$ cat config.mk
export PLATFORM = sky130hd
export DESIGN_NAME = pc_fetch_sequencer
export DESIGN_NICKNAME = d
export VERILOG_FILES = /design/src/rtl/pc_fetch_sequencer_pkg.sv /design/src/rtl/pc_fetch_sequencer_pc_next_mux.sv /design/src/rtl/pc_fetch_sequencer.sv
export SDC_FILE = /design/constraint.sdc
export NUM_CORES = 1
export LEC_CHECK = 0
export ABC_CLOCK_PERIOD_IN_PS = 5600
export CAP_MARGIN = 30
export CELL_PAD_IN_SITES_DETAIL_PLACEMENT = 1
export CELL_PAD_IN_SITES_GLOBAL_PLACEMENT = 1
export CORE_MARGIN = 8
export CORE_UTILIZATION = 50
export CTS_BUF_LIST = sky130_fd_sc_hd__clkbuf_4 sky130_fd_sc_hd__clkbuf_8
export DETAILED_ROUTE_END_ITERATION = 6
export DONT_BUFFER_PORTS = 1
export GPL_TIMING_DRIVEN = 0
export PLACE_DENSITY = 0.78
export SYNTH_ARGS = -nofsm -noshare
export SYNTH_HDL_FRONTEND = slang
export SYNTH_SLANG_ARGS = --single-unit
$ cat constraint.sdc
create_clock -name clk -period 5.6 [get_ports clk]
set_clock_uncertainty 0.1 [all_clocks]
set_input_delay 1.12 -clock clk [delete_from_list [all_inputs] [get_ports clk]]
set_output_delay 1.12 -clock clk [all_outputs]
set_load 0.005 [all_outputs]
$ cat src/rtl/pc_fetch_sequencer_pkg.sv
// Purpose: shared types and defaults for the PC fetch sequencer (state codes, PC-select codes, strobe bundle).
// Latency: none (declarations only).
// Backpressure: n/a.
// Contents: PC_W, RESET_PC_DEF, TIMEOUT_DEF, WAIT_CNT_W, state_t, pc_sel_t, strobe_t, decode_strobes().
package pc_fetch_sequencer_pkg;

   localparam int              PC_W         = 16;
   localparam logic [PC_W-1:0] RESET_PC_DEF = 16'h3000;
   localparam int              TIMEOUT_DEF  = 15;
   localparam int              WAIT_CNT_W   = 4;

   // Encodings are visible on the debug state port, so they are fixed.
   typedef enum logic [2:0] {
      ST_IDLE       = 3'd0,
      ST_FETCH_ADDR = 3'd1,
      ST_FETCH_WAIT = 3'd2,
      ST_LOAD_IR    = 3'd3,
      ST_EXEC       = 3'd4
   } state_t;

   typedef enum logic [1:0] {
      PC_HOLD  = 2'd0,
      PC_INC   = 2'd1,
      PC_REDIR = 2'd2,
      PC_DEC   = 2'd3
   } pc_sel_t;

   typedef struct packed {
      logic ld_mar;
      logic mem_rd;
      logic ld_ir;
   } strobe_t;

   // Moore decode of the datapath strobes for a given state.
   function automatic strobe_t decode_strobes(input state_t s);
      strobe_t st;
      st.ld_mar = (s == ST_FETCH_ADDR);
      st.mem_rd = (s == ST_FETCH_WAIT);
      st.ld_ir  = (s == ST_LOAD_IR);
      return st;
   endfunction

endpackage

$ cat src/rtl/pc_fetch_sequencer_pc_next_mux.sv
// Purpose: next-PC selection (hold / pc+1 / redirect target / pc-1) around a 16-bit carry-select adder.
// Latency: combinational.
// Backpressure: n/a.
// Ports (pc_next_mux): pc, redir_addr, sel -> pc_nxt.  Ports (csa16): a, b, cin -> sum, cout.
import pc_fetch_sequencer_pkg::*;

module csa16 (
   input  logic [15:0] a,
   input  logic [15:0] b,
   input  logic        cin,
   output logic [15:0] sum,
   output logic        cout
);
   // Four 4-bit blocks; each precomputes both carry-in cases and the
   // incoming block carry picks one.
   logic [4:0] c;
   assign c[0] = cin;

   for (genvar g = 0; g < 4; g++) begin : g_blk
      logic [4:0] s0;
      logic [4:0] s1;
      assign s0 = {1'b0, a[4*g +: 4]} + {1'b0, b[4*g +: 4]};
      assign s1 = {1'b0, a[4*g +: 4]} + {1'b0, b[4*g +: 4]} + 5'd1;
      assign sum[4*g +: 4] = c[g] ? s1[3:0] : s0[3:0];
      assign c[g+1]        = c[g] ? s1[4]   : s0[4];
   end

   assign cout = c[4];
endmodule

module pc_next_mux (
   input  logic [PC_W-1:0] pc,
   input  logic [PC_W-1:0] redir_addr,
   input  pc_sel_t         sel,
   output logic [PC_W-1:0] pc_nxt
);
   logic [PC_W-1:0] addend;
   logic [PC_W-1:0] sum;
   logic            carry_unused;

   // pc-1 is pc + 0xFFFF; carry-out discarded so both directions wrap mod 2^16.
   assign addend = (sel == PC_DEC) ? 16'hFFFF : 16'h0001;

   csa16 u_csa16 (
      .a    (pc),
      .b    (addend),
      .cin  (1'b0),
      .sum  (sum),
      .cout (carry_unused)
   );

   always_comb begin
      pc_nxt = pc;
      case (sel)
         PC_HOLD:  pc_nxt = pc;
         PC_INC:   pc_nxt = sum;
         PC_DEC:   pc_nxt = sum;
         PC_REDIR: pc_nxt = redir_addr;
         default:  pc_nxt = pc;
      endcase
   end
endmodule

$ cat src/rtl/pc_fetch_sequencer.sv
// Purpose: steps the 16-bit PC through ADDR -> WAIT -> LOAD_IR -> EXEC per instruction.
// Latency: min 4 cycles per instruction; strobes and mar_out are registered Moore outputs.
// Backpressure: stalls in FETCH_WAIT until mem_rdy and in EXEC until exec_done; run gates new fetches.
// Ports: clk, rst (async, active-high), run, mem_rdy, exec_done, redir_valid, redir_addr[15:0]
//        -> pc[15:0], mar_out[15:0], ld_mar, mem_rd, ld_ir, fault, state[2:0].
// Optional: `FETCH_TIMEOUT_EN builds a FETCH_WAIT watchdog (rewinds pc, pulses fault, returns to IDLE).
import pc_fetch_sequencer_pkg::*;

module pc_fetch_sequencer #(
   parameter logic [15:0] RESET_PC       = RESET_PC_DEF,
   parameter int          TIMEOUT_CYCLES = TIMEOUT_DEF
) (
   input  logic        clk,
   input  logic        rst,
   input  logic        run,
   input  logic        mem_rdy,
   input  logic        exec_done,
   input  logic        redir_valid,
   input  logic [15:0] redir_addr,
   output logic [15:0] pc,
   output logic [15:0] mar_out,
   output logic        ld_mar,
   output logic        mem_rd,
   output logic        ld_ir,
   output logic        fault,
   output logic [2:0]  state
);

   state_t          state_q;
   state_t          state_nxt;
   pc_sel_t         pc_sel;
   logic [PC_W-1:0] pc_nxt;
   strobe_t         strb_q;
   logic            wait_expired;

   pc_next_mux u_pc_next_mux (
      .pc         (pc),
      .redir_addr (redir_addr),
      .sel        (pc_sel),
      .pc_nxt     (pc_nxt)
   );

   // Next state and PC source.
   always_comb begin
      state_nxt = ST_IDLE;
      pc_sel    = PC_HOLD;
      case (state_q)
         ST_IDLE: begin
            state_nxt = run ? ST_FETCH_ADDR : ST_IDLE;
         end
         ST_FETCH_ADDR: begin
            state_nxt = ST_FETCH_WAIT;
            pc_sel    = PC_INC;
         end
         ST_FETCH_WAIT: begin
            // mem_rdy wins over an expiring watchdog in the same cycle.
            if (mem_rdy) begin
               state_nxt = ST_LOAD_IR;
            end else if (wait_expired) begin
               state_nxt = ST_IDLE;
               pc_sel    = PC_DEC;
            end else begin
               state_nxt = ST_FETCH_WAIT;
            end
         end
         ST_LOAD_IR: begin
            state_nxt = ST_EXEC;
         end
         ST_EXEC: begin
            if (exec_done) begin
               state_nxt = run ? ST_FETCH_ADDR : ST_IDLE;
               if (redir_valid) begin
                  pc_sel = PC_REDIR;
               end
            end else begin
               state_nxt = ST_EXEC;
            end
         end
         default: begin
            state_nxt = ST_IDLE;
         end
      endcase
   end

   // Outputs are registered from the next state so they line up with state_q.
   always_ff @(posedge clk or posedge rst) begin
      if (rst) begin
         state_q <= ST_IDLE;
         pc      <= RESET_PC;
         strb_q  <= '0;
         mar_out <= '0;
      end else begin
         state_q <= state_nxt;
         pc      <= pc_nxt;
         strb_q  <= decode_strobes(state_nxt);
         // pc_nxt is the value pc holds for the whole FETCH_ADDR cycle.
         mar_out <= (state_nxt == ST_FETCH_ADDR) ? pc_nxt : '0;
      end
   end

   assign ld_mar = strb_q.ld_mar;
   assign mem_rd = strb_q.mem_rd;
   assign ld_ir  = strb_q.ld_ir;
   assign state  = state_q;

`ifdef FETCH_TIMEOUT_EN
   logic [WAIT_CNT_W-1:0] wait_cnt;
   logic                  fault_q;

   // Counts completed WAIT cycles of the current fetch; restarts on every entry.
   always_ff @(posedge clk or posedge rst) begin
      if (rst) begin
         wait_cnt <= '0;
      end else if (state_q != ST_FETCH_WAIT) begin
         wait_cnt <= '0;
      end else begin
         wait_cnt <= wait_cnt + 4'd1;
      end
   end

   // True during the TIMEOUT_CYCLES-th consecutive WAIT cycle.
   assign wait_expired = (state_q == ST_FETCH_WAIT) &&
                         (wait_cnt == WAIT_CNT_W'(TIMEOUT_CYCLES - 1));

   always_ff @(posedge clk or posedge rst) begin
      if (rst) begin
         fault_q <= 1'b0;
      end else begin
         fault_q <= (state_q == ST_FETCH_WAIT) && !mem_rdy && wait_expired;
      end
   end

   assign fault = fault_q;
`else
   logic cfg_unused;
   assign cfg_unused   = (TIMEOUT_CYCLES > 0);
   assign wait_expired = 1'b0;
   assign fault        = 1'b0;
`endif

endmodule

==> metrics, run 1 <==
data required time of the worst path=5.67 ns; TritonRoute pass-1 iters=5; Area Overhead vs Synth=10.6%; nature of the critical path endpoint=register; Sink Count=38; post-synthesis sequential area ratio=about 44%; die footprint=between 6000 and 7000 um2; type of the tightest min-delay check=register to register; relative slew slack=around two fifths; Synth Flop Type=dfrtp_1; Worst-Skew Late Latency=around 0.29 ns; critical path fanouts, max=5; Cell Area, Synth=between 2000 and 2500 um2; Worst path max stage delay=about 0.5 ns; initial antenna violation count=0; nets=between 200 and 300; Synth Register Bits=38; clk root buf=clkbuf_8; final core utilization=a little under three fifths; Via Count=1,670; reg2reg path depth=8; hold path depth=1; critical path type=register to register; Starting Density=between 50% and 60%; RSZ-0062 raised after global routing=no; warnings from Yosys=0; cells after synthesis=just over 200; CORE AREA=4260 um2; PwrDens=a little over 600 nW/um2; Post-CTS Setup Bufs=0; max_cap viols=0; wire per inst=around 21 um; die width=81.7 um; Final min period=approximately 2.8 ns; IO Count=61; Post-DRT Antenna Nets=0; htree depth=2; Max stage delay cell, worst path=fa_1; first-pass GRT wire length=a little under 10 mm; GRT overflow=0; Synth cell types=42; # rows=24; Area contributors post-synth=dfrtp_1 (42%), ha_1 (9.9%), fa_1 (3.7%); vias in the first global route=1,892; DIE HEIGHT=a little over 80 um; DR iter-0 viols=60; Post-Route WL=approximately 6 mm; area post-placement=2300 um2; final hold violation count=0; cts bufs inserted=5; CP most frequent cell=mux2i_1; half-perimeter wire length after placement=about 4.7 mm; Slew @ Worst Pin=0.923 ns; Vias/cell=5.88; Async SR Flop Fraction=100%; final instance area=2380 um2; CP Launch Type=register; post-synth top area cell=dfrtp_1; RePlAce Congestion=~0.8; fmax=~360 MHz; global-route usage over all layers=19.2%; Longest Clk Path Bufs=2; Final period util=50.2%; # DRC=0; critical path, cell by cell=fa_1, a21o_1, a21oi_4, nor4_4, mux2i_1, xnor2_2, mux2i_1, or3_1; Hold-fix buffers, CTS=0; n_diodes=0; final setup fails=0; worst hold slack=around 0.5 ns; post-synth top area share=41.8%; outcome=finished clean; maximum VDD drop=between 0.2 and 0.25 mV; Slew Limit Fails=0; CTS tree=yes; Worst Path Arrival=~2.9 ns; Synth Area per Inst=roughly 10 um2; Leakage=1.18 nW; Port Buffers=0; Worst-path clk slew=roughly 0.07 ns; Post-synth EDFFs=0; layout cells sized above 1=under 10%; largest net degree at the start of global routing=24; Setup TNS Final=0 ns; post_cts resized=0; Power, Total=between 1 and 1.5 mW
## report_power, final
group / switching, mW / internal [mW] / leakage, nW
combinational: 0.429 / 0.306 / 0.642
sequential: 0.126 / 0.391 / 0.490
clock: 0.0901 / 0.0953 / 0.0452
total: 0.646 / 0.792 / 1.18
## cell type report
cell class | count | area [um2]
Buffer | 6 | 26.3
Sequential cell | 38 | 953
Fill cell | 485 | 1880
Tap cell | 52 | 65.1
Clock buffer | 7 | 83.8
Timing Repair Buffer | 1 | 15.0
Inverter | 10 | 37.5
Multi-Input combinational cell | 170 | 1200
## routing by layer
layer  track usage [%]  vias up  routed length [um]
met5                 0        -                   0
met4              10.4        0                 174
met3              5.69       19                 477
met2              34.0       58                3110
met1              20.1      839                2130
li1                  -      754                   -
## cell families (layout without fill, tap and decap cells)
group	count (synthesis)	count (layout)	share of synthesized area, %
muxes	6	6	2.79
adders and majority gates	21	21	13.6
other	2	19	0.348
buffers and inverters	16	24	2.96
and+or+nand+nor	67	67	16.5
AOI/OAI and AO/OA	43	43	13.5
DFF	38	38	44.2
xor gates and xnor gates	14	14	6.04
## sequential cells by signal, indices dropped and copies added (netlist names)
signal	flops
ld_ir	1
ld_mar	1
mar_out	16
mem_rd	1
pc	16
state	3
## layout by cell type, fill, tap and decap left out, types with 2 or more instances in the layout
| cell | instances |
|---|---|
| nand2_1 | 14 |
| and4_1 | 2 |
| inv_1 | 10 |
| or2_2 | 2 |
| nor3_1 | 3 |
| clkbuf_1 | 5 |
| a222oi_1 | 2 |
| dfrtp_1 | 36 |
| nand3_1 | 8 |
| and2_1 | 8 |
| a21o_1 | 4 |
| xor2_1 | 6 |
| nor2_1 | 18 |
| a21oi_1 | 13 |
| a22oi_1 | 8 |
| a221o_1 | 2 |
| clkbuf_8 | 5 |
| ha_1 | 17 |
| conb_1 | 19 |
| xnor2_1 | 7 |
| clkbuf_4 | 2 |
| mux2i_1 | 6 |
| fa_1 | 4 |
| o21ai_0 | 8 |
| dfstp_2 | 2 |
| and3_1 | 2 |
## stage by stage
stage,std cells,setup WS [ns]
finish,284,2.79
CTS,284,2.76
detailed placement,277,2.79
floorplan,224,3.09
global placement,276,2.89
global route,284,2.67
## synth_stat cells, drive strengths merged (6+ instances only)
master / count
a21oi: 14
a22oi: 8
and2: 8
dfrtp: 36
ha: 17
inv: 10
mux2i: 6
nand2: 14
nand3: 8
nor2: 18
o21ai: 8
xnor2: 8
xor2: 6
## final timing paths
| kind | slack (ns) | start | end |
|---|---|---|---|
| worst max register to register | 2.79 | pc[0] | pc[14] |
| min in group asynchronous | 0.82 | rst | pc[10] |
| worst max-delay path | 2.79 | pc[0] | pc[14] |
| worst min register to register | 0.50 | pc[2] | pc[2] |
| max in group asynchronous | 3.96 | rst | pc[2] |
| worst min-delay path | 0.50 | pc[2] | pc[2] |
## critical path, delay by kind of cell, from the launching register on
| kind | cells | cell delay (ns) |
|---|---|---|
| AO/OA/AOI/OAI | 2 | 0.50 |
| multiplexers | 2 | 0.46 |
| AND/OR/NAND/NOR | 2 | 0.44 |
| flip-flops | 1 | 0.47 |
| XOR/XNOR | 1 | 0.24 |
| adder cells (fa/ha/maj) | 1 | 0.49 |
Note: power is estimated with default switching activity, not from simulation.
==> inputs of run 2 (changes only) <==
--- a/config.mk
+++ b/config.mk
@@ -5,7 +5,7 @@
 export SDC_FILE = /design/constraint.sdc
 export NUM_CORES = 1
 export LEC_CHECK = 0
-export ABC_CLOCK_PERIOD_IN_PS = 5600
+export ABC_CLOCK_PERIOD_IN_PS = 2600
 export CAP_MARGIN = 30
 export CELL_PAD_IN_SITES_DETAIL_PLACEMENT = 1
 export CELL_PAD_IN_SITES_GLOBAL_PLACEMENT = 1
==> constraint.sdc (replaced) <==
create_clock -name clk -period 2.6 [get_ports clk]
set_clock_uncertainty 0.1 [all_clocks]
set_input_delay 0.52 -clock clk [delete_from_list [all_inputs] [get_ports clk]]
set_output_delay 0.52 -clock clk [all_outputs]
set_load 0.005 [all_outputs]
==> metrics, run 2 (synthesis gave the netlist of run 1 again) <==
Post-DRT Antenna Nets=0; DR iter-0 viols=60; CORE AREA=between 4000 and 5000 um2; final hold violation count=0; nets=279; htree depth=2; first-pass GRT wire length=~9.7 mm; area post-placement=roughly 2300 um2; Worst-path clk slew=0.07 ns; fmax=395 MHz; delay-heaviest family, CP=simple AND/OR/NAND/NOR gates; layout cells sized above 1=roughly 17%; Hold-fix buffers, CTS=0; TritonRoute pass-1 iters=4; CP Launch Type=register; Worst Path Arrival=2.64 ns; internal power=1.81 mW; relative slew slack=39.2%; Vias/cell=approximately 5.8; critical path, cell by cell=ha_2, xor2_2, nand2_2, nor4_4, mux2i_2, xnor2_2, or4b_1, a31oi_1; nature of the critical path endpoint=register; n_diodes=0; cts bufs inserted=5; Setup TNS Final=0 ns; part of the power in registers=approximately a third; PwrDens=1310 nW/um2; clk root buf=clkbuf_8; final setup fails=0; vias in the first global route=between 1,500 and 2,000; IO Count=about 60; Via Count=around 1,700; Power, Total=roughly 3.3 mW; CTS tree=yes; Final min period=2.53 ns; FF+latch area=between 900 and 1000 um2; maximum VDD drop=roughly 0.48 mV; sw power=approximately 1.4 mW; Sw Share=between 40% and 50%; Clock Power Share=approximately an eighth; die footprint=between 6000 and 7000 um2; type of the tightest min-delay check=input pin to asynchronous set/reset pin; # DRC=0; Port Buffers=0; commonest non-fill, non-tap cell in the layout=dfrtp_1; Sink Count=38; final instance area=2480 um2; global-route usage over all layers=19.4%; data required time of the worst path=~2.7 ns; final core utilization=58.2%; Final period util=97.5%; Gate power share=between 50% and 60%; Post-Route WL=between 6 and 7 mm; die width=81.7 um; Leakage=around 1.2 nW; footprint of the multi-input gates=1260 um2; critical path fanouts, max=4; worst setup margin=about 0.065 ns; Worst-Skew Late Latency=between 0.2 and 0.3 ns; max_cap viols=0; Slew Limit Fails=0; # rows=24; Setup Slack @ Placement=-0.212 ns; Slew @ Worst Pin=between 0.9 and 1 ns; Max stage delay cell, worst path=or4b_1; largest net degree at the start of global routing=24; Area Overhead vs Synth=15.1%; GRT overflow=0; RePlAce Congestion=slightly below 0.8; worst path bufs/invs=0; half-perimeter wire length after placement=~4.7 mm; critical path type=register to register; wire per inst=21.1 um; layout filler cell count=between 400 and 500; initial antenna violation count=0; DIE HEIGHT=a little over 80 um; Starting Density=approximately half; Longest Clk Path Bufs=2; Worst path max stage delay=~0.52 ns; outcome=finished clean; commonest non-fill, non-tap cells in the layout=dfrtp_1 (31), conb_1 (19), nor2_1 (18)
[run 2: cell count changes in the layout (fill, tap and decap cells not counted), moves of 2 or more]
cell / previous run / this run
ha_1: 17 / 13
xor2_2: 0 / 2
xor2_1: 6 / 4
ha_2: 0 / 3
mux2i_2: 0 / 2
buf_4: 1 / 5
dfrtp_1: 36 / 31
mux2i_1: 6 / 4
dfrtp_2: 0 / 5
[run 2: cell type report]
type	instances	area share (%)
well taps	52	2.62
plain buffers	6	1.06
multi-input cells	170	50.9
clock buffers	7	3.38
flip-flops and latches	38	38.7
inverters	10	1.51
repair buffers	5	1.82
[run 2: metrics by stage]
step | instances | hold slack [ns]
2_1_floorplan | 224 | 0.414
3_3_place_gp | 276 | 0.463
3_5_place_dp | 277 | 0.496
4_1_cts | 286 | 0.243
5_1_grt | 288 | 0.299
6_report | 288 | 0.214
[run 2: layer usage]
layer	wire (um)	share of wire, %	vias to the layer above	GRT usage [%]
met3	468	7.7	17	5.69
met5	0	0	-	0
li1	-	-	761	-
met1	2180	36	845	20.3
met2	3230	53	53	33.9
met4	184	3.0	0	11.4
[run 2: power by group through the flow]
stage	combinational (mW)	sequential, mW	clock (mW)
6_report	1.74	1.13	0.398
5_1_grt	1.95	1.17	0.426
4_1_cts	1.60	1.13	0.408
3_5_place_dp	1.53	1.14	0
3_3_place_gp	1.41	1.12	0
2_1_floorplan	1.22	1.04	0
[run 2: worst paths after layout]
path                               startpoint           to  slack [ns]  cells after the start
worst max-delay path                    pc[6]  mar_out[15]        0.07                      8
worst min-delay path                      rst   mar_out[9]        0.21                      1
worst max register to register          pc[6]  mar_out[15]        0.07                      8
worst min register to register          pc[2]        pc[2]        0.50                      1
max in group asynchronous                 rst        pc[5]        1.56                      2
min in group clk                redir_addr[9]        pc[9]        0.30                      2
[run 2: timing repair]
item | in CTS | in global routing
gates cloned | 0 | 0
setup buffers | 2 | 2
setup endpoints to repair | 5 | 9
gates resized for setup | 4 | 14
pin swaps | 2 | 7
